$ cat src/rtl/param_file_register_if.sv
// Bus bundle for param_file_register: write/reserve requests flow in, read data and
// scoreboard status flow out. Clock and reset stay outside as plain ports.
interface param_file_register_if #(
   parameter int DATA_W = 32,
   parameter int ADDR_W = 5
);
   logic              we;
   logic              reg_dst;
   logic [ADDR_W-1:0] write0_addr;
   logic [ADDR_W-1:0] write1_addr;
   logic [DATA_W-1:0] write_data;
   logic [ADDR_W-1:0] read0_addr;
   logic [ADDR_W-1:0] read1_addr;
   logic [DATA_W-1:0] read0_data;
   logic [DATA_W-1:0] read1_data;
   logic              rsv_en;
   logic [ADDR_W-1:0] rsv_addr;
   logic              read0_busy;
   logic              read1_busy;
   logic [ADDR_W:0]   busy_count;

   modport master (
      output we, reg_dst, write0_addr, write1_addr, write_data,
      output read0_addr, read1_addr, rsv_en, rsv_addr,
      input  read0_data, read1_data, read0_busy, read1_busy, busy_count
   );

   modport slave (
      input  we, reg_dst, write0_addr, write1_addr, write_data,
      input  read0_addr, read1_addr, rsv_en, rsv_addr,
      output read0_data, read1_data, read0_busy, read1_busy, busy_count
   );
endinterface

$ cat src/rtl/param_file_register.sv
// DEPTH x DATA_W register file: two combinational read ports, one write port with reg_dst
// address select, optional hardwired r0, optional write bypass, and a busy scoreboard.
module pfr_read_port #(
   parameter int DATA_W   = 32,
   parameter int ADDR_W   = 5,
   parameter int ZERO_REG = 1,
   parameter int BYPASS   = 1
) (
   input  logic                                rst_all,
   input  logic [ADDR_W-1:0]                   addr,
   input  logic [(1<<ADDR_W)-1:0][DATA_W-1:0]  regs,
   input  logic [(1<<ADDR_W)-1:0]              busy,
   input  logic                                wr_ok,
   input  logic [ADDR_W-1:0]                   wa,
   input  logic [DATA_W-1:0]                   wdata,
   input  logic                                rsv_en,
   input  logic [ADDR_W-1:0]                   rsv_addr,
   output logic [DATA_W-1:0]                   data,
   output logic                                busy_o
);
   always_comb begin
      data   = regs[addr];
      busy_o = busy[addr];
      // Forwarded value is owned by whoever reserves the same register this cycle.
      if (BYPASS != 0 && rst_all && wr_ok && wa == addr) begin
         data   = wdata;
         busy_o = rsv_en && (rsv_addr == wa);
      end
      if (ZERO_REG != 0 && addr == '0) begin
         data   = '0;
         busy_o = 1'b0;
      end
   end
endmodule

module param_file_register #(
   parameter int DATA_W   = 32,
   parameter int ADDR_W   = 5,
   parameter int ZERO_REG = 1,
   parameter int BYPASS   = 1
) (
   input logic                  clk,
   input logic                  rst_all,
   param_file_register_if.slave bus
);
   localparam int DEPTH  = 1 << ADDR_W;
   localparam int NUM_RD = 2;
   localparam logic [ADDR_W:0] CNT_ONE = {{ADDR_W{1'b0}}, 1'b1};

   logic [DEPTH-1:0][DATA_W-1:0] regs_q, regs_d;
   logic [DEPTH-1:0]             busy_q, busy_d;
   logic [ADDR_W:0]              busy_count_q, busy_count_d;

   logic [ADDR_W-1:0] wa;
   logic              wr_ok;
   logic              rsv_ok;
   logic              busy_inc;
   logic              busy_dec;

   logic [NUM_RD-1:0][ADDR_W-1:0] rd_addr;
   logic [NUM_RD-1:0][DATA_W-1:0] rd_data;
   logic [NUM_RD-1:0]             rd_busy;

   always_comb begin
      wa     = bus.reg_dst ? bus.write1_addr : bus.write0_addr;
      wr_ok  = bus.we && !(ZERO_REG != 0 && wa == '0);
      rsv_ok = bus.rsv_en && !(ZERO_REG != 0 && bus.rsv_addr == '0);

      regs_d = regs_q;
      if (wr_ok) regs_d[wa] = bus.write_data;

      // Reserve is applied after the retire so a same-address pair leaves the bit set.
      busy_d = busy_q;
      if (wr_ok)  busy_d[wa]           = 1'b0;
      if (rsv_ok) busy_d[bus.rsv_addr] = 1'b1;

      busy_inc = rsv_ok && !busy_q[bus.rsv_addr];
      busy_dec = wr_ok && busy_q[wa] && !(rsv_ok && bus.rsv_addr == wa);

      busy_count_d = busy_count_q;
      case ({busy_inc, busy_dec})
         2'b10:   busy_count_d = busy_count_q + CNT_ONE;
         2'b01:   busy_count_d = busy_count_q - CNT_ONE;
         default: busy_count_d = busy_count_q;
      endcase
   end

   always_ff @(posedge clk or negedge rst_all) begin
      if (!rst_all) begin
         regs_q       <= '0;
         busy_q       <= '0;
         busy_count_q <= '0;
      end else begin
         regs_q       <= regs_d;
         busy_q       <= busy_d;
         busy_count_q <= busy_count_d;
      end
   end

   assign rd_addr = {bus.read1_addr, bus.read0_addr};

   for (genvar i = 0; i < NUM_RD; i++) begin : g_rd
      pfr_read_port #(
         .DATA_W   (DATA_W),
         .ADDR_W   (ADDR_W),
         .ZERO_REG (ZERO_REG),
         .BYPASS   (BYPASS)
      ) u_rd (
         .rst_all  (rst_all),
         .addr     (rd_addr[i]),
         .regs     (regs_q),
         .busy     (busy_q),
         .wr_ok    (wr_ok),
         .wa       (wa),
         .wdata    (bus.write_data),
         .rsv_en   (bus.rsv_en),
         .rsv_addr (bus.rsv_addr),
         .data     (rd_data[i]),
         .busy_o   (rd_busy[i])
      );
   end

   assign bus.read0_data = rd_data[0];
   assign bus.read1_data = rd_data[1];
   assign bus.read0_busy = rd_busy[0];
   assign bus.read1_busy = rd_busy[1];
   assign bus.busy_count = busy_count_q;
endmodule

$ cat src/flat_wrapper.sv
// flat-port wrapper written by rule: the top's interface ports become plain ports
module param_file_register_flat 
#(
   parameter int DATA_W   = 32,
   parameter int ADDR_W   = 5,
   parameter int ZERO_REG = 1,
   parameter int BYPASS   = 1
)
  (clk, rst_all, bus_we, bus_reg_dst, bus_write0_addr, bus_write1_addr, bus_write_data, bus_read0_addr, bus_read1_addr, bus_rsv_en, bus_rsv_addr, bus_read0_data, bus_read1_data, bus_read0_busy, bus_read1_busy, bus_busy_count);
  param_file_register_if #(.DATA_W(DATA_W), .ADDR_W(ADDR_W)) bus_i ();
  input logic clk;
  input logic rst_all;
  input wire logic [$bits(bus_i.we)-1:0] bus_we;
  input wire logic [$bits(bus_i.reg_dst)-1:0] bus_reg_dst;
  input wire logic [$bits(bus_i.write0_addr)-1:0] bus_write0_addr;
  input wire logic [$bits(bus_i.write1_addr)-1:0] bus_write1_addr;
  input wire logic [$bits(bus_i.write_data)-1:0] bus_write_data;
  input wire logic [$bits(bus_i.read0_addr)-1:0] bus_read0_addr;
  input wire logic [$bits(bus_i.read1_addr)-1:0] bus_read1_addr;
  input wire logic [$bits(bus_i.rsv_en)-1:0] bus_rsv_en;
  input wire logic [$bits(bus_i.rsv_addr)-1:0] bus_rsv_addr;
  output wire logic [$bits(bus_i.read0_data)-1:0] bus_read0_data;
  output wire logic [$bits(bus_i.read1_data)-1:0] bus_read1_data;
  output wire logic [$bits(bus_i.read0_busy)-1:0] bus_read0_busy;
  output wire logic [$bits(bus_i.read1_busy)-1:0] bus_read1_busy;
  output wire logic [$bits(bus_i.busy_count)-1:0] bus_busy_count;
  assign bus_i.we = bus_we;
  assign bus_i.reg_dst = bus_reg_dst;
  assign bus_i.write0_addr = bus_write0_addr;
  assign bus_i.write1_addr = bus_write1_addr;
  assign bus_i.write_data = bus_write_data;
  assign bus_i.read0_addr = bus_read0_addr;
  assign bus_i.read1_addr = bus_read1_addr;
  assign bus_i.rsv_en = bus_rsv_en;
  assign bus_i.rsv_addr = bus_rsv_addr;
  assign bus_read0_data = bus_i.read0_data;
  assign bus_read1_data = bus_i.read1_data;
  assign bus_read0_busy = bus_i.read0_busy;
  assign bus_read1_busy = bus_i.read1_busy;
  assign bus_busy_count = bus_i.busy_count;
  param_file_register #(.DATA_W(DATA_W), .ADDR_W(ADDR_W), .ZERO_REG(ZERO_REG), .BYPASS(BYPASS)) u_core (.clk(clk), .rst_all(rst_all), .bus(bus_i));
endmodule
$ cat config.mk
export PLATFORM = sky130hd
export DESIGN_NAME = param_file_register_flat
export DESIGN_NICKNAME = d
export VERILOG_FILES = /design/src/rtl/param_file_register_if.sv /design/src/rtl/param_file_register.sv /design/src/flat_wrapper.sv
export SDC_FILE = /design/constraint.sdc
export NUM_CORES = 2
export LEC_CHECK = 0
export ABC_CLOCK_PERIOD_IN_PS = 8800
export CORE_MARGIN = 5
export CORE_UTILIZATION = 50
export CTS_CLUSTER_DIAMETER = 100
export DETAILED_ROUTE_END_ITERATION = 6
export GPL_ROUTABILITY_DRIVEN = 0
export PLACE_DENSITY_LB_ADDON = 0.12
export SETUP_SLACK_MARGIN = 0.3
export SLEW_MARGIN = 20
export SYNTH_ARGS = -nofsm -noshare
export SYNTH_HDL_FRONTEND = slang
export SYNTH_SLANG_ARGS = --single-unit
$ cat constraint.sdc
create_clock -name clk -period 8.8 [get_ports clk]
set_input_delay 2.2 -clock clk [delete_from_list [all_inputs] [get_ports clk]]
set_output_delay 2.2 -clock clk [all_outputs]
set_load 0.01 [all_outputs]
==> results.py <==
metrics = {
    "run_status": {
        "status": "finished, final reports clean",
    },
    "global_route": {
        "grt_max_degree": 158,
        "grt.total_usage": 0.296,
        "grt_pass1_wl_um": 278000,
        "grt_overflow": 0,
        "grt_pass1_vias": 40700,
        "antenna_found_initial": 3,
    },
    "die": {
        "dieWidth_um": 353,
        "initial_utilization": 0.504,
        "io_pins": 134,
        "core.rowCount": 125,
        "dieArea_um2": 125000,
        "fp.dieH_um": 353,
        "core_area_um2": 117000,
    },
    "detailed_routing": {
        "drtIter0Drc": 3661,
        "drtAntennaViolNets": 0,
        "wl_per_cell_um": 31.1,
        "wl_um": 186000,
        "drcViolationCount": 0,
        "vias": 39500,
        "first_pass_iters": 6,
        "via_per_inst": 6.60,
    },
    "synthesis": {
        "ys_ff_latch": 1062,
        "synth_compound_area_frac": 0.0610,
        "synth-simple-area-share": 0.0340,
        "synth.area.mux_share": 0.412,
        "syn_inst": 4480,
        "async_flop_share": 1.00,
        "syn_area_per_cell_um2": 13.1,
        "synth_area_um2": 58800,
        "synth_cell_types": 63,
        "synthFlopType": "dfrtp_1",
        "synth_edf_count": 0,
        "synth_top_family_by_area": "multiplexers",
        "yosys_warnings": 0,
        "syn-num-nets": 4548,
        "synth-adder-area-share": 0.00140,
        "synth_top_area_cell": "dfrtp_1",
        "seq_area_frac_synth": 0.452,
        "netlist_top_cells_area": "dfrtp_1, mux2_2, mux4_2",
        "synth_top_area_frac": 0.452,
        "synthXorXnorAreaFrac": 0.00298,
    },
    "timing": {
        "worst_pin_slew_ns": 1.15,
        "fin_ws_ns": 1.02,
        "period_minus_slack_ns": 7.78,
        "final_max_slew_viol_count": 0,
        "skew_ns": 0.00636,
        "hold_viol": 0,
        "tns_ns": 0,
        "setup_viol": 0,
        "period_share": 0.885,
        "rsz0062_at_grt": "no",
        "fmax_mhz": 128,
        "max_slew_margin": 0.236,
    },
    "critical_path": {
        "critPathMaxFanout": 52,
        "crit_type": "in -> out",
        "cp.required_ns": 6.60,
        "cp.arrival_ns": 5.58,
        "end_kind": "primary output",
        "cp-start-kind": "input port",
    },
    "final_layout": {
        "synthToLayoutAreaGrowth_pct": 11.0,
        "multi_input_area_um2": 30300,
        "fin_nets": 4438,
        "layout.area.seq_um2": 26600,
        "fin_area_um2": 65300,
        "final_layout_size_suffix_gt1_frac": 0.385,
        "fin_cells": 5990,
        "nFillCells": 9683,
        "final_core_util": 0.560,
    },
    "clocking": {
        "cts.repair.resized": 0,
        "clk_pin_slew_ns": 0.06,
        "cts_htree_levels": 3,
        "clk_latency_ns": 0.72,
        "cts_tree": "built",
        "cts_buffer_depth": 3,
        "cts_buffers": 120,
        "holdBufCountCts": 0,
        "post_cts.repair.setup_buffers": 0,
        "cts-root-buf": "clkbuf_16",
        "clock-sinks": 1062,
    },
    "power": {
        "p_leak_nw": 29.4,
        "power_density_nw_per_um2": 236,
        "ir_worst_vdd_mv": 0.191,
    },
    "placed_design": {
        "place.port_buffers": 133,
        "place_area_um2": 61400,
        "pre_cts_slack_ns": 1.04,
        "dp_cells": 5772,
        "dpl.hpwl_um": 102000,
    },
    "min_path": {
        "hp-class": "reg -> reg",
    },
    "job": {
        "cap_violations": 0,
    },
}
## worst max-delay path, stage by stage
cell	delay, ns
buf_8	0.45
nor2b_4	0.60
buf_12	0.40
a221oi_1	0.17
a2111oi_0	0.71
buf_4	0.27
a21oi_1	0.07
clkdlybuf4s50_1	0.49
## Yosys cell counts (all sizes together), types with 3 or more instances
master and n:
xnor2 17, ha 5, xor2 3, o21ai 70
mux2 1037, nand2b 12, nand2 123, nor4 3
or2 9, a22o 9, buf 230, mux4 283
nor2 113, a21oi 128, a221oi 12, a2111oi 5
and2 8, nand4 3, nor2b 15, a211oi 39
clkbuf 256, o32ai 6, mux2i 613, nor3 15
dfrtp 1062, o22ai 14, a22oi 175, inv 12
o211ai 56, nor4b 4, nand3 118
## registers in the layout, indices dropped and copies added (netlist names)
register               flops
u_core.bus.busy_count      6
u_core.busy_q             32
u_core.regs_q           1024
## layer usage
metal / wire, um / vias up / global-route usage
met1: 79200 / 21100 / 0.409
li1: - / 16700 / -
met3: 12100 / 392 / 0.0512
met5: 11 / - / 0
met2: 88100 / 1342 / 0.483
met4: 6560 / 2 / 0.0912
## stage by stage
| stage | hold WS [ns] | power [mW] |
|---|---|---|
| floorplan | 0.441 | 9.29 |
| global placement | 0.376 | 10.3 |
| detailed placement | 0.383 | 10.4 |
| CTS | 0.397 | 15.5 |
| global route | 0.410 | 16.1 |
| finish | 0.392 | 15.4 |
## power by group
part | switching, mW | internal (mW)
clock | 2.12 | 2.93
combinational | 1.44 | 2.05
sequential | 0.857 | 6.01
total | 4.42 | 11.0
## cell type report
class                   instances  area share
flip-flops and latches       1062       0.407
diodes                          1   0.0000383
inverters                      12    0.000690
multi-input cells            2920       0.464
well taps                    1524      0.0292
repair buffers                254      0.0380
clock buffers                 172      0.0522
clock inverters                45     0.00830
## cell usage in the layout (no fill, tap or decap), types with 8 or more instances in the layout
cell	instances
nor2_1	109
clkinvlp_4	8
nor2b_1	10
a21oi_1	128
a22oi_1	175
mux2_2	1035
o21ai_0	70
o211ai_1	56
a211oi_1	39
clkdlybuf4s50_1	109
clkbuf_1	31
clkbuf_16	120
mux4_2	283
clkinv_2	16
dfrtp_1	1062
a22o_1	9
xnor2_1	17
mux2i_1	609
buf_12	23
nand2_1	98
o22ai_1	13
inv_1	12
nand2_4	20
buf_4	96
a221oi_1	12
clkbuf_8	21
buf_2	17
nand3_1	117
nand2b_1	9
bufinv_16	8
nor3_1	15
## cells by family after synthesis
kind of cell    after synthesis
simple gates                430
compound gates              531
mux                        1933
xor+xnor                     20
fa+ha+maj                     6
buf+inv                     498
flops                      1062
## path summary, 6_finish.rpt
kind	from	end	slack [ns]	cells past startpoint
max	bus_read1_addr[0]	bus_read1_data[25]	1.02	8
min	u_core.regs_q[10]	u_core.regs_q[10]	0.39	0
max reg2reg	u_core.busy_q[14]	u_core.bus.busy_count[5]	5.10	13
min reg2reg	u_core.regs_q[10]	u_core.regs_q[10]	0.39	0
max in group asynchronous	rst_all	u_core.regs_q[656]	3.45	5
min in group asynchronous	rst_all	u_core.regs_q[252]	1.44	1
No activity file was read; power rests on OpenSTA's default activity.
